===== src/rtl/dds_load_arbiter_if.sv =====
// Tuning-source and DDS-pin bundle for dds_load_arbiter.
// slave = arbiter side, master = tuning sources plus DDS pins.
interface dds_load_arbiter_if;
  logic        req_a;
  logic [27:0] freq_a;
  logic [11:0] phase_a;
  logic        ack_a;
  logic        req_b;
  logic [27:0] freq_b;
  logic [11:0] phase_b;
  logic        ack_b;
  logic        busy;
  logic        done;
  logic        owner;
  logic        FSYNC;
  logic        SCLK;
  logic        SDATA;

  modport slave (
    input  req_a, freq_a, phase_a,
    input  req_b, freq_b, phase_b,
    output ack_a, ack_b, busy, done, owner,
    output FSYNC, SCLK, SDATA
  );

  modport master (
    output req_a, freq_a, phase_a,
    output req_b, freq_b, phase_b,
    input  ack_a, ack_b, busy, done, owner,
    input  FSYNC, SCLK, SDATA
  );
endinterface


===== src/rtl/dds_load_arbiter.sv =====
// Round-robin arbiter serialising DDS reload words for two tuning sources.
// Define DDS_PHASE_EN to include the phase word (5 words instead of 4).
module dds_load_arbiter #(
  parameter int CLK_DIV = 4
) (
  input  logic               clk,
  input  logic               rst_n,
  dds_load_arbiter_if.slave  bus
);

  typedef enum logic [1:0] {
    S_IDLE, S_GRANT, S_SHIFT, S_GAP
  } state_t;

  localparam logic [7:0] DIV_M1 = 8'(CLK_DIV - 1);
  localparam logic [7:0] DIV_M2 =
    (CLK_DIV > 1) ? 8'(CLK_DIV - 2) : 8'd0;
`ifdef DDS_PHASE_EN
  localparam logic [2:0] LAST = 3'd4;
`else
  localparam logic [2:0] LAST = 3'd3;
`endif

  state_t      r_state;
  logic [27:0] r_freq;
  logic [15:0] r_sh;
  logic [7:0]  r_div;
  logic        r_half;
  logic [3:0]  r_bit;
  logic [2:0]  r_widx;
  logic [1:0]  r_req_q;
  logic        r_pend_a;
  logic        r_pend_b;
  logic        r_ack_a;
  logic        r_ack_b;
  logic        r_busy;
  logic        r_done;
  logic        r_owner;
  logic        r_fsync;
  logic        r_sclk;
  logic        r_sdata;

  logic        w_req_a;
  logic        w_req_b;
  logic        w_pick_b;
  logic        w_rise_a;
  logic        w_rise_b;
  logic        w_gap_pen;
  logic [2:0]  w_idx_ld;
  logic [15:0] w_word;

`ifdef DDS_PHASE_EN
  logic [11:0] r_phase;
`else
  logic        w_unused_phase;
  assign w_unused_phase = ^{bus.phase_a, bus.phase_b};
`endif

  // A pulse while busy is remembered so it is served later.
  assign w_rise_a = bus.req_a & ~r_req_q[0];
  assign w_rise_b = bus.req_b & ~r_req_q[1];
  assign w_req_a  = bus.req_a | r_pend_a;
  assign w_req_b  = bus.req_b | r_pend_b;
  assign w_pick_b = w_req_b & (~w_req_a | ~r_owner);

  assign w_gap_pen = (CLK_DIV == 1) ? ~r_half
                   : (r_half && r_div == DIV_M2);

  assign w_idx_ld = (r_state == S_GAP) ? r_widx + 3'd1 : 3'd0;

  always_comb begin
    w_word = 16'h2000;
    unique case (w_idx_ld)
      3'd0: w_word = 16'h2100;
      3'd1: w_word = {2'b01, r_freq[13:0]};
      3'd2: w_word = {2'b01, r_freq[27:14]};
`ifdef DDS_PHASE_EN
      3'd3: w_word = {4'hC, r_phase};
`endif
      default: w_word = 16'h2000;
    endcase
  end

  always_ff @(posedge clk or negedge rst_n) begin
    if (!rst_n) begin
      r_state  <= S_IDLE;
      r_freq   <= '0;
      r_sh     <= '0;
      r_div    <= '0;
      r_half   <= 1'b0;
      r_bit    <= '0;
      r_widx   <= '0;
      r_req_q  <= '0;
      r_pend_a <= 1'b0;
      r_pend_b <= 1'b0;
      r_ack_a  <= 1'b0;
      r_ack_b  <= 1'b0;
      r_busy   <= 1'b0;
      r_done   <= 1'b0;
      r_owner  <= 1'b1;
      r_fsync  <= 1'b1;
      r_sclk   <= 1'b1;
      r_sdata  <= 1'b0;
`ifdef DDS_PHASE_EN
      r_phase  <= '0;
`endif
    end else begin
      r_ack_a <= 1'b0;
      r_ack_b <= 1'b0;
      r_done  <= 1'b0;
      r_req_q <= {bus.req_b, bus.req_a};
      if (w_rise_a) r_pend_a <= 1'b1;
      if (w_rise_b) r_pend_b <= 1'b1;
      unique case (r_state)
        S_IDLE: begin
          if (w_req_a | w_req_b) begin
            r_state <= S_GRANT;
            r_busy  <= 1'b1;
            r_owner <= w_pick_b;
            if (w_pick_b) begin
              r_ack_b  <= 1'b1;
              r_pend_b <= 1'b0;
              r_freq   <= bus.freq_b;
`ifdef DDS_PHASE_EN
              r_phase  <= bus.phase_b;
`endif
            end else begin
              r_ack_a  <= 1'b1;
              r_pend_a <= 1'b0;
              r_freq   <= bus.freq_a;
`ifdef DDS_PHASE_EN
              r_phase  <= bus.phase_a;
`endif
            end
          end
        end
        S_GRANT: begin
          r_state <= S_SHIFT;
          r_widx  <= 3'd0;
          r_sh    <= w_word;
          r_sdata <= w_word[15];
          r_fsync <= 1'b0;
          r_sclk  <= 1'b1;
          r_bit   <= 4'd0;
          r_div   <= 8'd0;
          r_half  <= 1'b0;
        end
        S_SHIFT: begin
          if (r_div != DIV_M1) begin
            r_div <= r_div + 8'd1;
          end else begin
            r_div <= 8'd0;
            if (!r_half) begin
              r_half <= 1'b1;
              r_sclk <= 1'b0;
            end else begin
              r_half <= 1'b0;
              r_sclk <= 1'b1;
              r_bit  <= r_bit + 4'd1;
              if (r_bit == 4'd15) begin
                r_state <= S_GAP;
                r_fsync <= 1'b1;
                r_sdata <= 1'b0;
              end else begin
                r_sh    <= r_sh << 1;
                r_sdata <= r_sh[14];
              end
            end
          end
        end
        S_GAP: begin
          if (w_gap_pen && r_widx == LAST) r_done <= 1'b1;
          if (r_div != DIV_M1) begin
            r_div <= r_div + 8'd1;
          end else begin
            r_div <= 8'd0;
            if (!r_half) begin
              r_half <= 1'b1;
            end else if (r_widx == LAST) begin
              r_state <= S_IDLE;
              r_busy  <= 1'b0;
              r_half  <= 1'b0;
            end else begin
              r_state <= S_SHIFT;
              r_widx  <= r_widx + 3'd1;
              r_sh    <= w_word;
              r_sdata <= w_word[15];
              r_fsync <= 1'b0;
              r_bit   <= 4'd0;
              r_half  <= 1'b0;
            end
          end
        end
        default: r_state <= S_IDLE;
      endcase
    end
  end

  assign bus.ack_a = r_ack_a;
  assign bus.ack_b = r_ack_b;
  assign bus.busy  = r_busy;
  assign bus.done  = r_done;
  assign bus.owner = r_owner;
  assign bus.FSYNC = r_fsync;
  assign bus.SCLK  = r_sclk;
  assign bus.SDATA = r_sdata;

endmodule


===== src/flat_wrapper.sv =====
// flat-port wrapper written by rule: the top's interface ports become plain ports
module dds_load_arbiter_flat 
#(
  parameter int CLK_DIV = 4
)
  (clk, rst_n, bus_req_a, bus_freq_a, bus_phase_a, bus_req_b, bus_freq_b, bus_phase_b, bus_ack_a, bus_ack_b, bus_busy, bus_done, bus_owner, bus_FSYNC, bus_SCLK, bus_SDATA);
  dds_load_arbiter_if bus_i ();
  input  logic clk;
  input  logic rst_n;
  input wire logic [$bits(bus_i.req_a)-1:0] bus_req_a;
  input wire logic [$bits(bus_i.freq_a)-1:0] bus_freq_a;
  input wire logic [$bits(bus_i.phase_a)-1:0] bus_phase_a;
  input wire logic [$bits(bus_i.req_b)-1:0] bus_req_b;
  input wire logic [$bits(bus_i.freq_b)-1:0] bus_freq_b;
  input wire logic [$bits(bus_i.phase_b)-1:0] bus_phase_b;
  output wire logic [$bits(bus_i.ack_a)-1:0] bus_ack_a;
  output wire logic [$bits(bus_i.ack_b)-1:0] bus_ack_b;
  output wire logic [$bits(bus_i.busy)-1:0] bus_busy;
  output wire logic [$bits(bus_i.done)-1:0] bus_done;
  output wire logic [$bits(bus_i.owner)-1:0] bus_owner;
  output wire logic [$bits(bus_i.FSYNC)-1:0] bus_FSYNC;
  output wire logic [$bits(bus_i.SCLK)-1:0] bus_SCLK;
  output wire logic [$bits(bus_i.SDATA)-1:0] bus_SDATA;
  assign bus_i.req_a = bus_req_a;
  assign bus_i.freq_a = bus_freq_a;
  assign bus_i.phase_a = bus_phase_a;
  assign bus_i.req_b = bus_req_b;
  assign bus_i.freq_b = bus_freq_b;
  assign bus_i.phase_b = bus_phase_b;
  assign bus_ack_a = bus_i.ack_a;
  assign bus_ack_b = bus_i.ack_b;
  assign bus_busy = bus_i.busy;
  assign bus_done = bus_i.done;
  assign bus_owner = bus_i.owner;
  assign bus_FSYNC = bus_i.FSYNC;
  assign bus_SCLK = bus_i.SCLK;
  assign bus_SDATA = bus_i.SDATA;
  dds_load_arbiter #(.CLK_DIV(CLK_DIV)) u_core (.clk(clk), .rst_n(rst_n), .bus(bus_i));
endmodule

===== config.mk =====
export PLATFORM = sky130hd
export DESIGN_NAME = dds_load_arbiter_flat
export DESIGN_NICKNAME = d
export VERILOG_FILES = /design/src/rtl/dds_load_arbiter_if.sv /design/src/rtl/dds_load_arbiter.sv /design/src/flat_wrapper.sv
export SDC_FILE = /design/constraint.sdc
export NUM_CORES = 1
export LEC_CHECK = 0
export BUFFER_PORTS_ARGS = -buffer_cell sky130_fd_sc_hd__buf_2
export CORE_MARGIN = 4
export CORE_UTILIZATION = 46
export CTS_CLUSTER_SIZE = 20
export DETAILED_ROUTE_END_ITERATION = 8
export GPL_TIMING_DRIVEN = 0
export HOLD_SLACK_MARGIN = 0.03
export PLACE_DENSITY = 0.71
export SLEW_MARGIN = 30
export SYNTH_ARGS = -nofsm -noshare
export SYNTH_HDL_FRONTEND = slang
export SYNTH_SLANG_ARGS = --single-unit

===== constraint.sdc =====
create_clock -name clk -period 2.29 [get_ports clk]
set_input_delay 0.3435 -clock clk [delete_from_list [all_inputs] [get_ports clk]]
set_output_delay 0.3435 -clock clk [all_outputs]
set_load 0.02 [all_outputs]

==> results.py <==
metrics = {
    "sta": {
        "slew_headroom_pct": 43.4,
        "finalCriticalPeriod_ns": 2.17,
        "slew_viol_final": 0,
        "rsz0062_at_grt": "yes",
        "hold_viol_final": 0,
        "final-setup-viol-count": 0,
        "worst_pin_slew_ns": 0.848,
        "fin_worst_skew_ns": 0.0101,
        "fmax_ghz": 0.461,
        "period_share_pct": 94.7,
    },
    "layout": {
        "drive_gt1_share_pct": 23.3,
        "final_core_util_pct": 56.7,
        "instances_no_fill": 540,
        "syn2layout_area_growth_pct": 20.2,
        "final_nets": 523,
        "diodes": 0,
        "final_area_um2": 4360,
    },
    "synth": {
        "synth_edf_count": 0,
        "synth.ff_latch_count": 73,
        "ys_async_sr_fraction_pct": 100,
        "synthTopCellsByArea": "dfrtp_1, mux2i_1, o21ai_0",
        "synth_warnings": 0,
        "netlist_instances": 354,
        "synth-main-ff-cell": "dfrtp_1",
        "synthTopCellsByCount": "dfrtp_1, nand2_1, o21ai_0",
        "post-synth-top-count-cell": "dfrtp_1",
        "yosysSeqAreaShare_pct": 50.5,
        "syn_nets": 443,
        "synth_area_um2": 3620,
        "syn_area_per_cell_um2": 10.2,
        "yosysUniqueCellTypes": 49,
        "post-synth-top-area-cell": "dfrtp_1",
        "synth_top_area_share_pct": 48.3,
    },
    "clock_tree": {
        "clock_latency_ns": 0.35,
        "cts_sinks": 73,
        "cts_root_buf": "clkbuf_8",
        "clk_path_buf_depth": 2,
        "postCtsSetupBuffers": 0,
        "cts_buffers": 9,
        "clkTransAtPathRegs_ns": 0.07,
        "tritoncts": "built",
        "cts_max_level": 3,
    },
    "setup_path": {
        "crit_path_start_kind": "flop",
        "cp.arrival_ns": 2.38,
        "endpoint_kind": "flop",
        "cp_max_fo": 10,
        "crit_required_ns": 2.50,
        "path_class": "flop to flop",
        "r2r_setup_slack_ns": 0.12,
    },
    "die": {
        "die_h_um": 96.8,
        "std_cell_rows": 32,
        "die_x_um": 96.8,
        "core-area_um2": 7690,
        "die-area_um2": 9360,
        "start_util_pct": 47.1,
        "boundaryPins": 92,
    },
    "drt": {
        "ant_nets": 0,
        "drt_iter0_drc": 163,
        "num_vias": 2989,
        "vias_per_cell": 5.54,
        "drtPass1Iterations": 5,
        "routed_wl_mm": 8.50,
        "wire_per_inst_um": 15.7,
        "drc_errors": 0,
    },
    "grt": {
        "grt_start_max_net_pins": 44,
        "grt_pass1_wl_mm": 14.4,
        "grt.total_usage_pct": 18.8,
        "grt_pass1_vias": 3034,
        "grt_remaining_overflow": 0,
        "antenna_found_initial": 0,
    },
    "place": {
        "numPortBuffers": 67,
        "place_area_um2": 4110,
        "dp.cells": 524,
        "gp_congestion": 0.838,
        "dp_hpwl_mm": 6.14,
    },
    "run": {
        "cap_violations": 0,
    },
    "power_and_ir_drop": {
        "p_per_area_nw_per_um2": 589,
        "ir_worst_vdd_v": 0.000362,
        "cellLeakagePower_nw": 2.18,
        "power.total_mw": 2.57,
    },
    "outcome": {
        "status": "complete, no violations",
    },
    "hold_path": {
        "hp-class": "primary input to flop",
    },
}
## logic make-up (layout without fill, tap and decap cells)
| family | count (synthesis) | after routing | synth area share, % |
|---|---|---|---|
| adder cells (fa/ha/maj) | 5 | 5 | 1.73 |
| AND/OR/NAND/NOR | 91 | 91 | 12.3 |
| buffers and inverters | 43 | 127 | 5.11 |
| XOR/XNOR | 3 | 3 | 0.725 |
| flip-flops | 73 | 73 | 50.5 |
| multiplexers | 43 | 43 | 12.0 |
| AO/OA/AOI/OAI | 96 | 96 | 17.6 |
## cells in the final DEF, fill, tap and decap left out, drive strengths merged, types with 4 or more instances in the layout
cell type | Yosys | layout
a21oi | 14 | 14
a222oi | 11 | 11
a31oi | 5 | 5
and3 | 4 | 4
buf | 4 | 72
clkbuf | 17 | 28
dfrtp | 70 | 70
ha | 5 | 5
inv | 21 | 21
mux2 | 4 | 4
mux2i | 39 | 39
nand2 | 47 | 47
nand3 | 8 | 8
nand4 | 4 | 4
nor2 | 9 | 9
nor4 | 4 | 4
o21ai | 46 | 46
o221ai | 4 | 4
## power by group
part           internal, mW  total (mW)  switching, mW
sequential             1.29        1.29        0.00124
clock                 0.669        1.14          0.467
combinational        0.0676       0.137         0.0691
total                  2.03        2.57          0.538
## metal layers
| layer | global-route usage (%) | part of all wire (%) | wire (um) | vias to the layer above |
|---|---|---|---|---|
| met5 | 0 | 0 | 0 | - |
| met4 | 6.48 | 1.8 | 155 | 0 |
| met3 | 5.12 | 5.3 | 447 | 11 |
| met2 | 31.5 | 50 | 4250 | 94 |
| met1 | 23.5 | 43 | 3650 | 1435 |
| li1 | - | - | - | 1449 |
## worst paths after layout
kind / startpoint / end / cells past startpoint
worst min-delay path: bus_req_a / u_core.r_req_q[0] / 1
worst max register to register: u_core.r_div[0] / u_core.r_sh[7] / 6
worst min register to register: u_core.r_freq[13] / u_core.r_freq[13] / 2
max in group asynchronous: rst_n / u_core.bus.SCLK / 3
worst max-delay path: u_core.r_div[0] / u_core.r_sh[7] / 6
min in group asynchronous: rst_n / u_core.r_div[5] / 2
## layout make-up
type | count | area, um2
fillers | 711 | 3330
repair buffers | 69 | 368
clock buffers | 11 | 151
plain buffers | 21 | 104
well taps | 102 | 128
inverters | 22 | 82.6
multi-input cells | 238 | 1620
flip-flops and latches | 73 | 1830
clock inverters | 4 | 76.3
## what timing repair did
item,4_1_cts,5_1_grt
gates resized for setup,0,4
hold endpoints to repair,29,0
hold buffers,1,0
setup endpoints to repair,0,24
## per-stage QoR
stage	hold slack [ns]	setup WS (ns)	setup TNS (ns)
floorplan	0.0479	0.397	0
global placement	0.460	0.0804	0
detailed placement	0.309	0.0425	0
CTS	0.129	0.0261	0
global route	0.130	-0.0242	-0.0242
finish	0.142	0.122	0
## registers in the layout (all words and copies together) (netlist names), 2 cells and up
register / cells
u_core.r_freq: 28
u_core.r_bit: 4
u_core.r_state: 2
u_core.r_div: 8
u_core.r_sh: 15
u_core.r_widx: 3
u_core.r_req_q: 2
## worst max-delay path, stage by stage, from the launching register on
cell and delay [ns]:
dfrtp_1 0.43, ha_1 0.29, or4bb_1 0.57, o31ai_4 0.29, a22oi_4 0.14, buf_6 0.19, mux2i_1 0.13
(Power assumes the default switching activity.)
